### src/rtl/i2c_poll_sched.sv
// i2c_poll_sched: periodic two-device temperature poller driving a byte-read
// I2C engine. A free-running tick starts a round that reads device 0 and then
// device 1. Each good byte is stored, and an unacknowledged read is flagged.
// Optional build macro I2C_POLL_TIMEOUT_EN adds a per-transaction watchdog.
// Without the macro there is no watchdog, and the FSM waits on END_OK forever.
module i2c_poll_sched #(
  parameter logic [7:0]  DEV0_ADDR   = 8'h98,
  parameter logic [7:0]  DEV1_ADDR   = 8'h9A,
  parameter int unsigned TICK_DIV    = 50000,
  parameter int unsigned TIMEOUT_CYC = 4095
) (
  input  logic       PT_CK,
  input  logic       RESET_N,
  input  logic       ENABLE,
  output logic [7:0] SLAVE_ADDRESS,
  output logic       GO,
  input  logic       END_OK,
  input  logic       ACK_OK,
  input  logic [7:0] DATA8,
  output logic [7:0] TEMP0,
  output logic [7:0] TEMP1,
  output logic [1:0] VALID,
  output logic [1:0] NACK_ERR,
  output logic       TIMEOUT_ERR,
  output logic       POLL_DONE
);

  localparam logic [2:0] IDLE      = 3'd0;
  localparam logic [2:0] ISSUE     = 3'd1;
  localparam logic [2:0] WAIT_BUSY = 3'd2;
  localparam logic [2:0] WAIT_DONE = 3'd3;
  localparam logic [2:0] STORE     = 3'd4;
  localparam logic [2:0] NEXT      = 3'd5;

  localparam logic [15:0] TICK_LAST = 16'(TICK_DIV - 1);

  // An out-of-range configuration never raises a poll tick, so a bad
  // parameter shows up as a dead scheduler instead of odd timing.
  localparam bit PARAMS_OK = (TICK_DIV >= 16) && (TICK_DIV <= 65535) &&
                             (TIMEOUT_CYC >= 64) && (TIMEOUT_CYC <= 65535);

  logic [2:0]  state;
  logic [15:0] tick_cnt;
  logic        poll_tick;
  logic        issue_cnt;
  logic        dev_sel;
  logic        ack_latch;
  logic        stop_req;
  logic        wdog_expire;
  logic        in_wait;

  assign in_wait = (state == WAIT_BUSY) || (state == WAIT_DONE);

  // Poll period counter: runs only while enabled, and sits at 0 otherwise.
  always_ff @(posedge PT_CK or negedge RESET_N) begin
    if (!RESET_N) begin
      tick_cnt <= 16'd0;
    end else if (!ENABLE) begin
      tick_cnt <= 16'd0;
    end else if (tick_cnt == TICK_LAST) begin
      tick_cnt <= 16'd0;
    end else begin
      tick_cnt <= tick_cnt + 16'd1;
    end
  end

  assign poll_tick = PARAMS_OK && ENABLE && (tick_cnt == TICK_LAST);

`ifdef I2C_POLL_TIMEOUT_EN
  localparam logic [15:0] TIMEOUT_LAST = 16'(TIMEOUT_CYC - 1);

  logic [15:0] wdog;

  // Watchdog: restarts while a request is issued and ages while the engine is busy.
  always_ff @(posedge PT_CK or negedge RESET_N) begin
    if (!RESET_N) begin
      wdog <= 16'd0;
    end else if (state == ISSUE) begin
      wdog <= 16'd0;
    end else if (in_wait) begin
      wdog <= wdog + 16'd1;
    end
  end

  assign wdog_expire = in_wait && (wdog == TIMEOUT_LAST);

  // Sticky timeout flag; only reset clears it.
  always_ff @(posedge PT_CK or negedge RESET_N) begin
    if (!RESET_N) begin
      TIMEOUT_ERR <= 1'b0;
    end else if (wdog_expire) begin
      TIMEOUT_ERR <= 1'b1;
    end
  end
`else
  assign wdog_expire = 1'b0;
  assign TIMEOUT_ERR = 1'b0;
`endif

  // Round sequencer: issues each read, tracks the ACK, and stores the result.
  always_ff @(posedge PT_CK or negedge RESET_N) begin
    if (!RESET_N) begin
      state         <= IDLE;
      issue_cnt     <= 1'b0;
      dev_sel       <= 1'b0;
      ack_latch     <= 1'b0;
      stop_req      <= 1'b0;
      GO            <= 1'b0;
      SLAVE_ADDRESS <= DEV0_ADDR;
      TEMP0         <= 8'd0;
      TEMP1         <= 8'd0;
      VALID         <= 2'b00;
      NACK_ERR      <= 2'b00;
      POLL_DONE     <= 1'b0;
    end else begin
      POLL_DONE <= 1'b0;
      if ((state != IDLE) && !ENABLE) begin
        stop_req <= 1'b1;
      end
      case (state)
        IDLE: begin
          stop_req <= 1'b0;
          if (poll_tick) begin
            state         <= ISSUE;
            dev_sel       <= 1'b0;
            SLAVE_ADDRESS <= DEV0_ADDR;
            GO            <= 1'b1;
            issue_cnt     <= 1'b0;
            ack_latch     <= 1'b0;
          end
        end
        ISSUE: begin
          if (issue_cnt) begin
            GO    <= 1'b0;
            state <= WAIT_BUSY;
          end else begin
            issue_cnt <= 1'b1;
          end
        end
        WAIT_BUSY: begin
          if (wdog_expire) begin
            NACK_ERR[dev_sel] <= 1'b1;
            state             <= NEXT;
          end else if (!END_OK) begin
            state <= WAIT_DONE;
          end
        end
        WAIT_DONE: begin
          if (wdog_expire) begin
            NACK_ERR[dev_sel] <= 1'b1;
            state             <= NEXT;
          end else begin
            if (ACK_OK) begin
              ack_latch <= 1'b1;
            end
            if (END_OK) begin
              state <= STORE;
            end
          end
        end
        STORE: begin
          if (ack_latch) begin
            if (dev_sel) begin
              TEMP1 <= DATA8;
            end else begin
              TEMP0 <= DATA8;
            end
            VALID[dev_sel]    <= 1'b1;
            NACK_ERR[dev_sel] <= 1'b0;
          end else begin
            NACK_ERR[dev_sel] <= 1'b1;
          end
          state <= NEXT;
        end
        NEXT: begin
          if (stop_req || !ENABLE) begin
            state <= IDLE;
          end else if (!dev_sel) begin
            state         <= ISSUE;
            dev_sel       <= 1'b1;
            SLAVE_ADDRESS <= DEV1_ADDR;
            GO            <= 1'b1;
            issue_cnt     <= 1'b0;
            ack_latch     <= 1'b0;
          end else begin
            state     <= IDLE;
            POLL_DONE <= 1'b1;
          end
        end
        default: begin
          state <= IDLE;
          GO    <= 1'b0;
        end
      endcase
    end
  end

endmodule

### config.mk
export PLATFORM = sky130hd
export DESIGN_NAME = i2c_poll_sched
export DESIGN_NICKNAME = d
export VERILOG_FILES = /design/src/rtl/i2c_poll_sched.sv
export SDC_FILE = /design/constraint.sdc
export NUM_CORES = 1
export LEC_CHECK = 0
export ABC_AREA = 1
export CAP_MARGIN = 20
export CORE_ASPECT_RATIO = 0.8
export CORE_MARGIN = 2
export CORE_UTILIZATION = 46
export DETAILED_ROUTE_END_ITERATION = 12
export PLACE_DENSITY_LB_ADDON = 0.08
export REMOVE_ABC_BUFFERS = 1
export SLEW_MARGIN = 40
export SYNTH_ARGS = -nofsm -noshare
export SYNTH_HDL_FRONTEND = slang
export SYNTH_SLANG_ARGS = --single-unit
### constraint.sdc
create_clock -name PT_CK -period 1.3 [get_ports PT_CK]
set_input_delay 0.26 -clock PT_CK [delete_from_list [all_inputs] [get_ports PT_CK]]
set_output_delay 0.26 -clock PT_CK [all_outputs]
set_load 0.05 [all_outputs]
# Word level (Yosys, flattened, before mapping)
# Cells that the tools add are included.
[totals] output_inout_bits=31 regBits=53 inputBits=13 word_cells=90
[classes] order_cmp=2 addsub=1 n_reduce_logical=21 n_mux=34 n_eq_ne=13 bitwise=6
[op_table] op="$mux 16" n=2
[op_table] op="$mux 8" n=3
[op_table] op="$pmux 3 s6" n=1
[op_table] op="$mux 1" n=17
[op_table] op="$add 16x1->16 const B" n=1
[op_table] op="$eq 16x16->1 const B" n=1
[op_table] op="$pmux 8 s2" n=1
[op_table] op="$ne 2x2->1 const B" n=7
[op_table] op="$mux 3" n=4
[op_table] op="$reduce_and 4->1" n=3
[op_table] op="$reduce_and 5->1" n=2
[op_table] op="$reduce_and 3->1" n=3
[op_table] op="$reduce_bool 3->1" n=3
[op_table] op="$eq 3x2->1 const B" n=2
[op_table] op="$eq 3x3->1 const B" n=2
[op_table] op="$pmux 1 s3" n=2
[op_table] op="$or 2x2->2" n=2
[op_table] op="$pmux 1 s4" n=1
[op_table] op="$reduce_bool 2->1" n=2
[op_table] op="$eq 3x1->1 const B" n=1
[op_table] op="$logic_and 1x1->1" n=3
[op_table] op="$logic_not 3->1" n=1
[op_table] op="$reduce_or 3->1" n=1
[op_table] op="$and 2x2->2" n=1
[op_table] op="other kinds (10)" n=11

# Depth between registers and ports, before layout
# Gate-level depths: netlist of the first run.
[depth] depth_word=7 ltp_mapped=9 mapped_depth_nobuf=9

# Worst setup path after synthesis of the first run
# No wires, ideal clock.
[synth_timing] path_type="flip-flop to flip-flop" from="reg tick_cnt[0]" to="reg SLAVE_ADDRESS[1]" synth_period_minus_slack_ns=1.360 arrival_time_ns=1.241 n_path_buf=0 stages_incl_launch_ff=9 required_ns=1.181 path_slack_ns=-0.060 path_cell_list="dfrtp_1 -> ha_1 -> nand3_2 -> nor2_1 -> nand3_2 -> nand2_4 -> nand3_1 -> nand2_1 -> nand2_1"
[synth_between] elab_chain_cells=4
[synth_rtl] item="start, declared" line="43" text="logic [15:0] tick_cnt;"
[synth_rtl] item="start signal, assigned" line="63" text="tick_cnt <= tick_cnt + 16'd1;"
[synth_rtl] item="$eq 16x16->1" line="67" text="assign poll_tick = PARAMS_OK && ENABLE && (tick_cnt == TICK_LAST);"
[synth_rtl] item="$logic_and 1x1->1" line="67"
[synth_rtl] item="$ne 2x2->1 (no source line)"
[synth_rtl] item="$reduce_and 4->1 (no source line)"
[synth_rtl] item="end signal, assigned" line="109" text="SLAVE_ADDRESS <= DEV0_ADDR;"
[synth_rtl] item="end signal, assigned" line="126" text="SLAVE_ADDRESS <= DEV0_ADDR;"
[synth_rtl] item="end signal, assigned" line="181" text="SLAVE_ADDRESS <= DEV1_ADDR;"
[synth_rtl] item="end, declared" line="15" text="output logic [7:0] SLAVE_ADDRESS,"
# Every way passes these cells.
# A chain may end at the register's enable or synchronous reset.

# Worst setup path in the final report of the first run
[layout_timing] from="reg tick_cnt[11]" to="reg state[0]"
[layout_between] elab_chain_cells=4
[layout_rtl] item="$eq 16x16->1" line="67"
[layout_rtl] item="$logic_and 1x1->1" line="67"
[layout_rtl] item="$ne 2x2->1 (no source line)"
[layout_rtl] item="$reduce_and 4->1 (no source line)"
[layout_rtl] item="end signal, assigned" line="103" text="state <= IDLE;"
[layout_rtl] item="end signal, assigned" line="124" text="state <= ISSUE;"
[layout_rtl] item="end signal, assigned" line="135" text="state <= WAIT_BUSY;"
[layout_rtl] item="end, declared" line="42" text="logic [2:0] state;"
# Every way passes these cells.

==> PnR_summary.wiki, run 1 <==
{| class="wikitable"
! Metric !! Value
|-
| Setup-failing EPs final || 11
|-
| Number of nets with antenna violations after detailed routing || 0
|-
| Part of the power in combinational logic || 7.2%
|-
| Most frequent standard cell in the layout excluding fill and tap cells || sky130_fd_sc_hd__nand2_1
|-
| Least setup slack across all paths after layout || -0.0518 ns
|-
| Residual DRC count || 0
|-
| Crit path required time || 1.50 ns
|-
| Pre-CTS setup slack || -0.248 ns
|-
| Num Clock Sinks || 46
|-
| Total Routed Length || 4900 um
|-
| CTS tree || built
|-
| Wl on met1 || 2130 um
|-
| Class of the tightest hold or removal check || in2async
|-
| Via/cell ratio || 4.90
|-
| Grt ovf || 0
|-
| Antenna cells || 0
|-
| Number of global-route vias before repair || 1877
|-
| IR drop worst, VDD || 0.545 mV
|-
| Number of max-cap violations || 0
|-
| Per-cell routed wire length || 12.7 um
|-
| Nets || 340
|-
| Reg2Reg Launch Point || tick_cnt[11]
|-
| Met3 Wirelength || 249 um
|-
| Highest attainable clock frequency || 740 MHz
|-
| Width of the die || 82.9 um
|-
| Wire length of the first global-routing pass || 8370 um
|-
| Leakage power || 1.60 nW
|-
| Outcome || complete, but fails checks
|-
| Initial core utilization || 49.0%
|-
| Highest metal layer used by the detailed router || met4
|-
| Via total after detailed routing || 1897
|-
| Post-synthesis to final-layout area growth || 46.4%
|-
| Maximum root-to-sink buffer count || 2
|-
| Pre-antenna DRT Iters || 4
|-
| Length of routed met2 wiring || 2440 um
|-
| Clock latency on the worst-skew pair || 0.31 ns
|-
| Clock Skew || 0.00605 ns
|-
| FF-to-FF setup slack || -0.05 ns
|-
| Highest-count cells in the layout ignoring fill and taps || sky130_fd_sc_hd__nand2_1, sky130_fd_sc_hd__dfrtp_1, sky130_fd_sc_hd__nor2_1
|-
| Floorplan row count || 22
|-
| Post-synthesis sequential element count || 46
|-
| Violations in the final reports || negative setup slack
|-
| Number of cells produced by synthesis || 261
|-
| Pwr per Cell Area || 811 mW/mm2
|-
| Die area || 0.00557 mm2
|-
| Crit Reg-Reg Endpoint || state[0]
|-
| Synthesized area per cell || 8.78 um2
|-
| Final HPWL from detailed placement || 3340 um
|-
| Maximum number of pins on one net before global-route repair || 35
|-
| Input/output buffers || 35
|-
| Net switching component of the power || 645 uW
|-
| Setup repair after global routing missed its margin || yes
|-
| Ports placed on the boundary || 44
|-
| Final GP Congestion || 0.879
|-
| Reg2reg path depth || 8
|-
| Library cell used as clock root buffer || sky130_fd_sc_hd__clkbuf_8
|-
| Final TNS setup || -0.288 ns
|-
| Final core utilization || 71.7%
|-
| Fin crit share || 104%
|-
| Initial drt markers || 109
|-
| Data arrival time of the critical path || 1.55 ns
|-
| Initial antenna violation count || 0
|-
| Proportion of power drawn by the clock network || 39.7%
|-
| Core Region || 0.00468 mm2
|-
| Number of warnings issued by yosys || 0
|-
| Worst setup EP type || flip-flop
|-
| Inserted Clock Buffers || 5
|-
| Chip Height || 67.1 um
|-
| Overall fraction of global-route tracks in use || 19.2%
|-
| CTS clock-pin slew for the worst setup and hold paths || 0.09 ns
|-
| Unique cell type count in the Yosys netlist || 32
|-
| Setup CP Type || reg2reg
|-
| Fin. max-slew vios || 0
|-
| Share of final-layout standard cells stronger than drive strength 1 || 37.9%
|-
| Deepest level of the CTS H-tree || 2
|-
| Sequential fraction of design power || 53.0%
|-
| Critical path startpoint category || flip-flop
|-
| Post-synthesis instance area || 0.00229 mm2
|-
| Critical-path maximum fanout || 5
|-
| Register area share after synthesis || 50.2%
|-
| Tmin final || 1.35 ns
|-
| Cell-internal power || 2.08 mW
|-
| Switching share of power || 23.7%
|-
| Final Hold Fails || 0
|}
-- cell families (layout without fill, tap and decap cells) --
| kind of cell | after synthesis | in the layout | synth area share, % |
|---|---|---|---|
| buffers and inverters | 42 | 101 | 8.84 |
| xor gates and xnor gates | 4 | 4 | 1.53 |
| DFF | 46 | 46 | 50.2 |
| other | 2 | 8 | 0.328 |
| and+or+nand+nor | 129 | 130 | 27.2 |
| AOI/OAI and AO/OA | 37 | 37 | 11.3 |
| adders and majority gates | 1 | 1 | 0.546 |
-- Yosys cell counts --
cell	instances	area (um2)
sky130_fd_sc_hd__a21oi_1	9	45.0
sky130_fd_sc_hd__a21oi_2	2	17.5
sky130_fd_sc_hd__a22oi_1	1	7.51
sky130_fd_sc_hd__a31oi_1	1	6.26
sky130_fd_sc_hd__buf_4	8	60.1
sky130_fd_sc_hd__buf_6	2	22.5
sky130_fd_sc_hd__conb_1	2	7.51
sky130_fd_sc_hd__dfrtp_1	46	1150
sky130_fd_sc_hd__ha_1	1	12.5
sky130_fd_sc_hd__inv_1	27	101
sky130_fd_sc_hd__inv_2	5	18.8
sky130_fd_sc_hd__nand2_1	57	214
sky130_fd_sc_hd__nand2_2	6	37.5
sky130_fd_sc_hd__nand2_4	2	22.5
sky130_fd_sc_hd__nand3_1	9	45.0
sky130_fd_sc_hd__nand3_2	4	40.0
sky130_fd_sc_hd__nand4_1	3	18.8
sky130_fd_sc_hd__nor2_1	31	116
sky130_fd_sc_hd__nor2_2	8	50.1
sky130_fd_sc_hd__nor2_4	1	11.3
sky130_fd_sc_hd__nor3_1	3	15.0
sky130_fd_sc_hd__nor3_2	1	10.0
sky130_fd_sc_hd__nor3_4	1	16.3
sky130_fd_sc_hd__nor3b_2	1	12.5
sky130_fd_sc_hd__o21a_1	1	7.51
sky130_fd_sc_hd__o21ai_0	4	20.0
sky130_fd_sc_hd__o21ai_1	3	15.0
sky130_fd_sc_hd__o21ai_2	16	140
sky130_fd_sc_hd__or2_1	1	6.26
sky130_fd_sc_hd__or2_4	1	8.76
sky130_fd_sc_hd__xnor2_1	1	8.76
sky130_fd_sc_hd__xor2_1	3	26.3
-- worst max path at each step --
stage | end | cells past startpoint | slack [ns] | startpoint
6_report | state[0] | 8 | -0.05 | tick_cnt[11]
5_1_grt | SLAVE_ADDRESS[1] | 9 | -0.17 | state[1]
4_1_cts | tick_cnt[14] | 8 | -0.02 | tick_cnt[0]
3_5_place_dp | ack_latch | 8 | -0.25 | ENABLE
3_3_place_gp | GO | 8 | -0.22 | ENABLE
2_1_floorplan | SLAVE_ADDRESS[1] | 8 | -0.06 | tick_cnt[0]
-- critical path, cell delays in order, from the launching register on --
cell and delay [ns]:
sky130_fd_sc_hd__dfrtp_1 0.44, sky130_fd_sc_hd__nor2_1 0.12, sky130_fd_sc_hd__nand2_1 0.10, sky130_fd_sc_hd__nor2_4 0.15, sky130_fd_sc_hd__nand3_4 0.10, sky130_fd_sc_hd__nand2_4 0.12, sky130_fd_sc_hd__nand3_2 0.09, sky130_fd_sc_hd__nand2_1 0.07
sky130_fd_sc_hd__nand2_1 0.05
-- timing repair --
action | 4_1_cts | 5_1_grt
hold endpoints to repair | 12 | 0
gates resized for setup | 21 | 15
setup buffers | 3 | 5
hold buffers | 1 | 0
gates cloned | 1 | 0
setup endpoints to repair | 24 | 42
pin swaps | 8 | 8
-- layer usage --
metal	up-vias	GRT usage, %
met3	8	6.23
met4	0	6.35
met1	903	23.3
met5	-	0
met2	45	33.3
li1	941	-
-- through the flow --
| step | instance area, um2 | std cells | hold WS [ns] | power, mW |
|---|---|---|---|---|
| 2_1_floorplan | 2230 | 257 | -0.0356 | 1.56 |
| 3_3_place_gp | 3040 | 369 | 0.179 | 1.66 |
| 3_5_place_dp | 3040 | 369 | 0.180 | 1.66 |
| 4_1_cts | 3270 | 382 | 0.375 | 2.75 |
| 5_1_grt | 3360 | 387 | 0.381 | 2.85 |
| 6_report | 3360 | 387 | 0.376 | 2.72 |
-- sequential cells by signal, summed over array words and instances, names as in the netlist, named ones only --
signal / flops
tick_cnt: 16
TEMP0: 8
TEMP1: 8
state: 3
VALID: 2
GO: 1
POLL_DONE: 1
SLAVE_ADDRESS: 1
ack_latch: 1
dev_sel: 1
issue_cnt: 1
stop_req: 1
-- power groups by stage --
stage               clock (mW)  sequential [mW]  combinational, mW
floorplan                    0             1.47             0.0891
global placement             0             1.47              0.191
detailed placement           0             1.47              0.192
CTS                       1.10             1.44              0.200
global route              1.18             1.45              0.217
finish                    1.08             1.44              0.197
-- cell type report --
class,instances,area (um2)
fill,344,1320
sequential,46,1150
multi-input combinational,180,1080
timing repair buffer,61,810
inverter,32,123
tap,60,75.1
clock buffer,5,68.8
clock inverter,3,45.0
Power figures use the tool's default switching activity.
==> run 2, diff against run 1 <==
--- a/config.mk
+++ b/config.mk
@@ -8,7 +8,7 @@
 export ABC_AREA = 1
 export CAP_MARGIN = 20
 export CORE_ASPECT_RATIO = 0.8
-export CORE_MARGIN = 2
+export CORE_MARGIN = 4
 export CORE_UTILIZATION = 46
 export DETAILED_ROUTE_END_ITERATION = 12
 export PLACE_DENSITY_LB_ADDON = 0.08
==> run 2 against run 1 <==
  * The run still ends with negative setup slack left
  * Largest cell class is now multi-input combinational cells
  * Final cell count up 3.4%
  * Clock power is essentially flat
  * Core utilization rose by 5.1 points
  * Sequential cell count unchanged
  * Combinational power up 4%
  * Hold slack improved by 0.080 ns
  * Global-route usage fell by 0.80 points
  * Critical path type unchanged
==> PnR_summary.wiki, run 2 (synthesis gave the netlist of run 1 again) <==
{| class="wikitable"
! Metric !! Value
|-
| Initial core utilization || 48.7% (-0.29 points)
|-
| Post-synthesis to final-layout area growth || 57.7%
|-
| Leakage power || 1.70 nW (+6.4%)
|-
| Sequential cell area || 0.00115 mm2 (unchanged)
|-
| Length of routed met2 wiring || 2880 um (+18%)
|-
| CTS clock-pin slew for the worst setup and hold paths || 0.09 ns (about the same)
|-
| Fin. max-slew vios || 0 (unchanged)
|-
| Crit path required time || 1.49 ns (about the same)
|-
| Num Clock Sinks || 46 (unchanged)
|-
| Delay of the slowest cell on the worst path || 0.47 ns (+0.03 ns)
|-
| Number of nets with antenna violations after detailed routing || 0 (unchanged)
|-
| Final TNS setup || -0.945 ns (-0.658 ns)
|-
| Reg2reg path depth || 6 (-2)
|-
| Floorplan row count || 22 (unchanged)
|-
| Chip Height || 71.1 um (+6.0%)
|-
| Highest metal layer used by the detailed router || met4
|-
| Highest-count cells in the layout ignoring fill and taps || sky130_fd_sc_hd__dfrtp_1, sky130_fd_sc_hd__nand2_1, sky130_fd_sc_hd__nor2_1
|-
| Die area || 0.00618 mm2 (+11%)
|-
| Setup CP Type || reg2reg
|-
| Wl on met1 || 2560 um (+20%)
|-
| Tmin final || 1.38 ns (+0.0316 ns)
|-
| Outcome || complete, but fails checks
|-
| Final GP Congestion || 0.860 (-2.2%)
|-
| Met3 Wirelength || 291 um (+17%)
|-
| Width of the die || 86.9 um (+4.8%)
|-
| Clock latency on the worst-skew pair || 0.30 ns (about the same)
|-
| Top reg by flops || tick_cnt
|-
| Total number of cells along the worst setup path || 6 (-2)
|-
| Most frequent standard cell in the layout excluding fill and tap cells || sky130_fd_sc_hd__dfrtp_1
|-
| Maximum number of pins on one net before global-route repair || 47 (+34%)
|-
| Setup-failing EPs final || 25 (+14)
|-
| Clock Skew || 0.00383 ns (-0.00221 ns)
|-
| Residual DRC count || 0 (unchanged)
|-
| Input/output buffers || 35 (unchanged)
|-
| Maximum root-to-sink buffer count || 2 (unchanged)
|-
| Total Routed Length || 5800 um (+18%)
|-
| Antenna cells || 0 (unchanged)
|-
| Highest attainable clock frequency || 723 MHz (-2.3%)
|-
| Class of the tightest hold or removal check || in2async
|-
| Setup repair after global routing missed its margin || yes
|-
| Library cell used as clock root buffer || sky130_fd_sc_hd__clkbuf_8
|-
| Combined area of the multi-input logic cells || 0.00121 mm2 (+12%)
|-
| Critical path startpoint category || flip-flop
|-
| Wire length of the first global-routing pass || 8830 um (+5.5%)
|-
| Number of max-cap violations || 0 (unchanged)
|-
| Final HPWL from detailed placement || 3320 um (-0.62%)
|-
| Crit path buffers/inverters || 2 (+2)
|-
| Fin crit share || 106% (+2.4 points)
|-
| Least setup slack across all paths after layout || -0.0834 ns (-0.0316 ns)
|-
| Per-cell routed wire length || 14.5 um (+15%)
|-
| CTS tree || built
|-
| Post-route non-filler standard cell count || 400 (+3.4%)
|-
| Number of global-route vias before repair || 1859 (-0.96%)
|-
| Final Hold Fails || 0 (unchanged)
|-
| Initial antenna violation count || 0 (unchanged)
|-
| IR drop worst, VDD || 0.687 mV (+26%)
|-
| Critical-path maximum fanout || 5 (unchanged)
|-
| Pre-antenna DRT Iters || 4 (unchanged)
|-
| Slowest library cell on the worst path || sky130_fd_sc_hd__dfrtp_1
|-
| Core Region || 0.00471 mm2 (+0.59%)
|-
| Count of filler cells inserted in the layout || 318 (-7.6%)
|-
| Share of final-layout standard cells stronger than drive strength 1 || 45.0% (+7.1 points)
|-
| Nets || 353 (+3.8%)
|-
| Via/cell ratio || 4.93 (+0.47%)
|-
| Worst hold margin || 0.456 ns (+0.0804 ns)
|-
| Grt ovf || 0 (unchanged)
|-
| Data arrival time of the critical path || 1.58 ns (+0.03 ns)
|-
| Initial drt markers || 94 (-14%)
|-
| Via total after detailed routing || 1970 (+3.8%)
|-
| Ports placed on the boundary || 44 (unchanged)
|-
| Pwr per Cell Area || 751 mW/mm2 (-7.5%)
|-
| Violations in the final reports || negative setup slack
|-
| Number of cells in the design after placement || 373 (+1.1%)
|-
| Overall fraction of global-route tracks in use || 18.4% (-0.80 points)
|-
| Ordered cell list for the critical path || nand2_2 -> nor2_4 -> nand2_4 -> clkbuf_16 -> clkinv_4 -> or2_1
|-
| Worst setup EP type || flip-flop
|-
| Deepest level of the CTS H-tree || 2 (unchanged)
|-
| Kind of cell adding the most delay to the critical path || simple AND/OR/NAND/NOR gates
|-
| Number of flip-flops under the largest register name || 16 (unchanged)
|-
| Inserted Clock Buffers || 5 (unchanged)
|-
| Largest registers || tick_cnt x16, TEMP0 x8, TEMP1 x8
|}
## run 2: cell count changes in the layout (fill, tap and decap cells not counted), moves of 3 or more
cell                      change
sky130_fd_sc_hd__inv_1        -3
sky130_fd_sc_hd__buf_4        +7
sky130_fd_sc_hd__nand2_2      +3
sky130_fd_sc_hd__nand2_1     -12
sky130_fd_sc_hd__nand2_4     +11
## run 2: per-stage QoR
| stage | total power, mW | utilization [%] | setup WS [ns] | cell area (um2) |
|---|---|---|---|---|
| detailed placement | 1.66 | 65.1 | -0.232 | 3070 |
| global placement | 1.66 | 65.1 | -0.195 | 3070 |
| finish | 2.71 | 76.8 | -0.0834 | 3610 |
| CTS | 2.73 | 71.5 | -0.0341 | 3370 |
| global route | 2.81 | 76.8 | -0.154 | 3610 |
| floorplan | 1.56 | - | -0.0599 | 2230 |
## run 2: cell type report
type	count	share of cell area, %
Timing Repair Buffer	71	25.9
Multi-Input combinational cell	183	33.5
Sequential cell	46	31.9
Clock buffer	5	1.90
Tap cell	60	2.08
Inverter	32	3.60
Clock inverter	3	1.11
## run 2: report_power, final
| group | total [mW] | switching (mW) | internal, mW |
|---|---|---|---|
| registers | 1.45 | 0.0100 | 1.44 |
| clock network | 1.06 | 0.497 | 0.566 |
| logic | 0.204 | 0.131 | 0.0726 |
## run 2: worst register-to-register path: cells and delay by family (launching register included)
kind	cells	cell delay, ns
buffers and inverters	2	0.23
AND/OR/NAND/NOR	4	0.59
flip-flops	1	0.47
## run 2: timing repair
| item | CTS | global route |
|---|---|---|
| buffers inserted | 9 | 3 |
| pin swaps | 9 | 12 |
| endpoints found under the hold margin | 46 | 0 |
| cloned | 3 | 3 |
| endpoints found under the setup margin | 37 | 44 |
| gates resized for setup | 19 | 52 |
| hold buffers | 1 | 0 |
## run 2: final timing paths
check / slack (ns) / end / from
min in group PT_CK: 0.48 / issue_cnt / issue_cnt
setup / recovery: -0.08 / VALID[0] / state[2]
hold reg to reg: 0.48 / issue_cnt / issue_cnt
setup reg to reg: -0.08 / VALID[0] / state[2]
max in group asynchronous: 0.61 / ack_latch / RESET_N
hold / removal: 0.46 / tick_cnt[5] / RESET_N
## run 2: routing by layer
| layer | up-vias | global-route usage (%) |
|---|---|---|
| met5 | - | 0 |
| met4 | 0 | 6.40 |
| met3 | 5 | 5.36 |
| met2 | 54 | 27.8 |
| met1 | 937 | 25.3 |
| li1 | 974 | - |
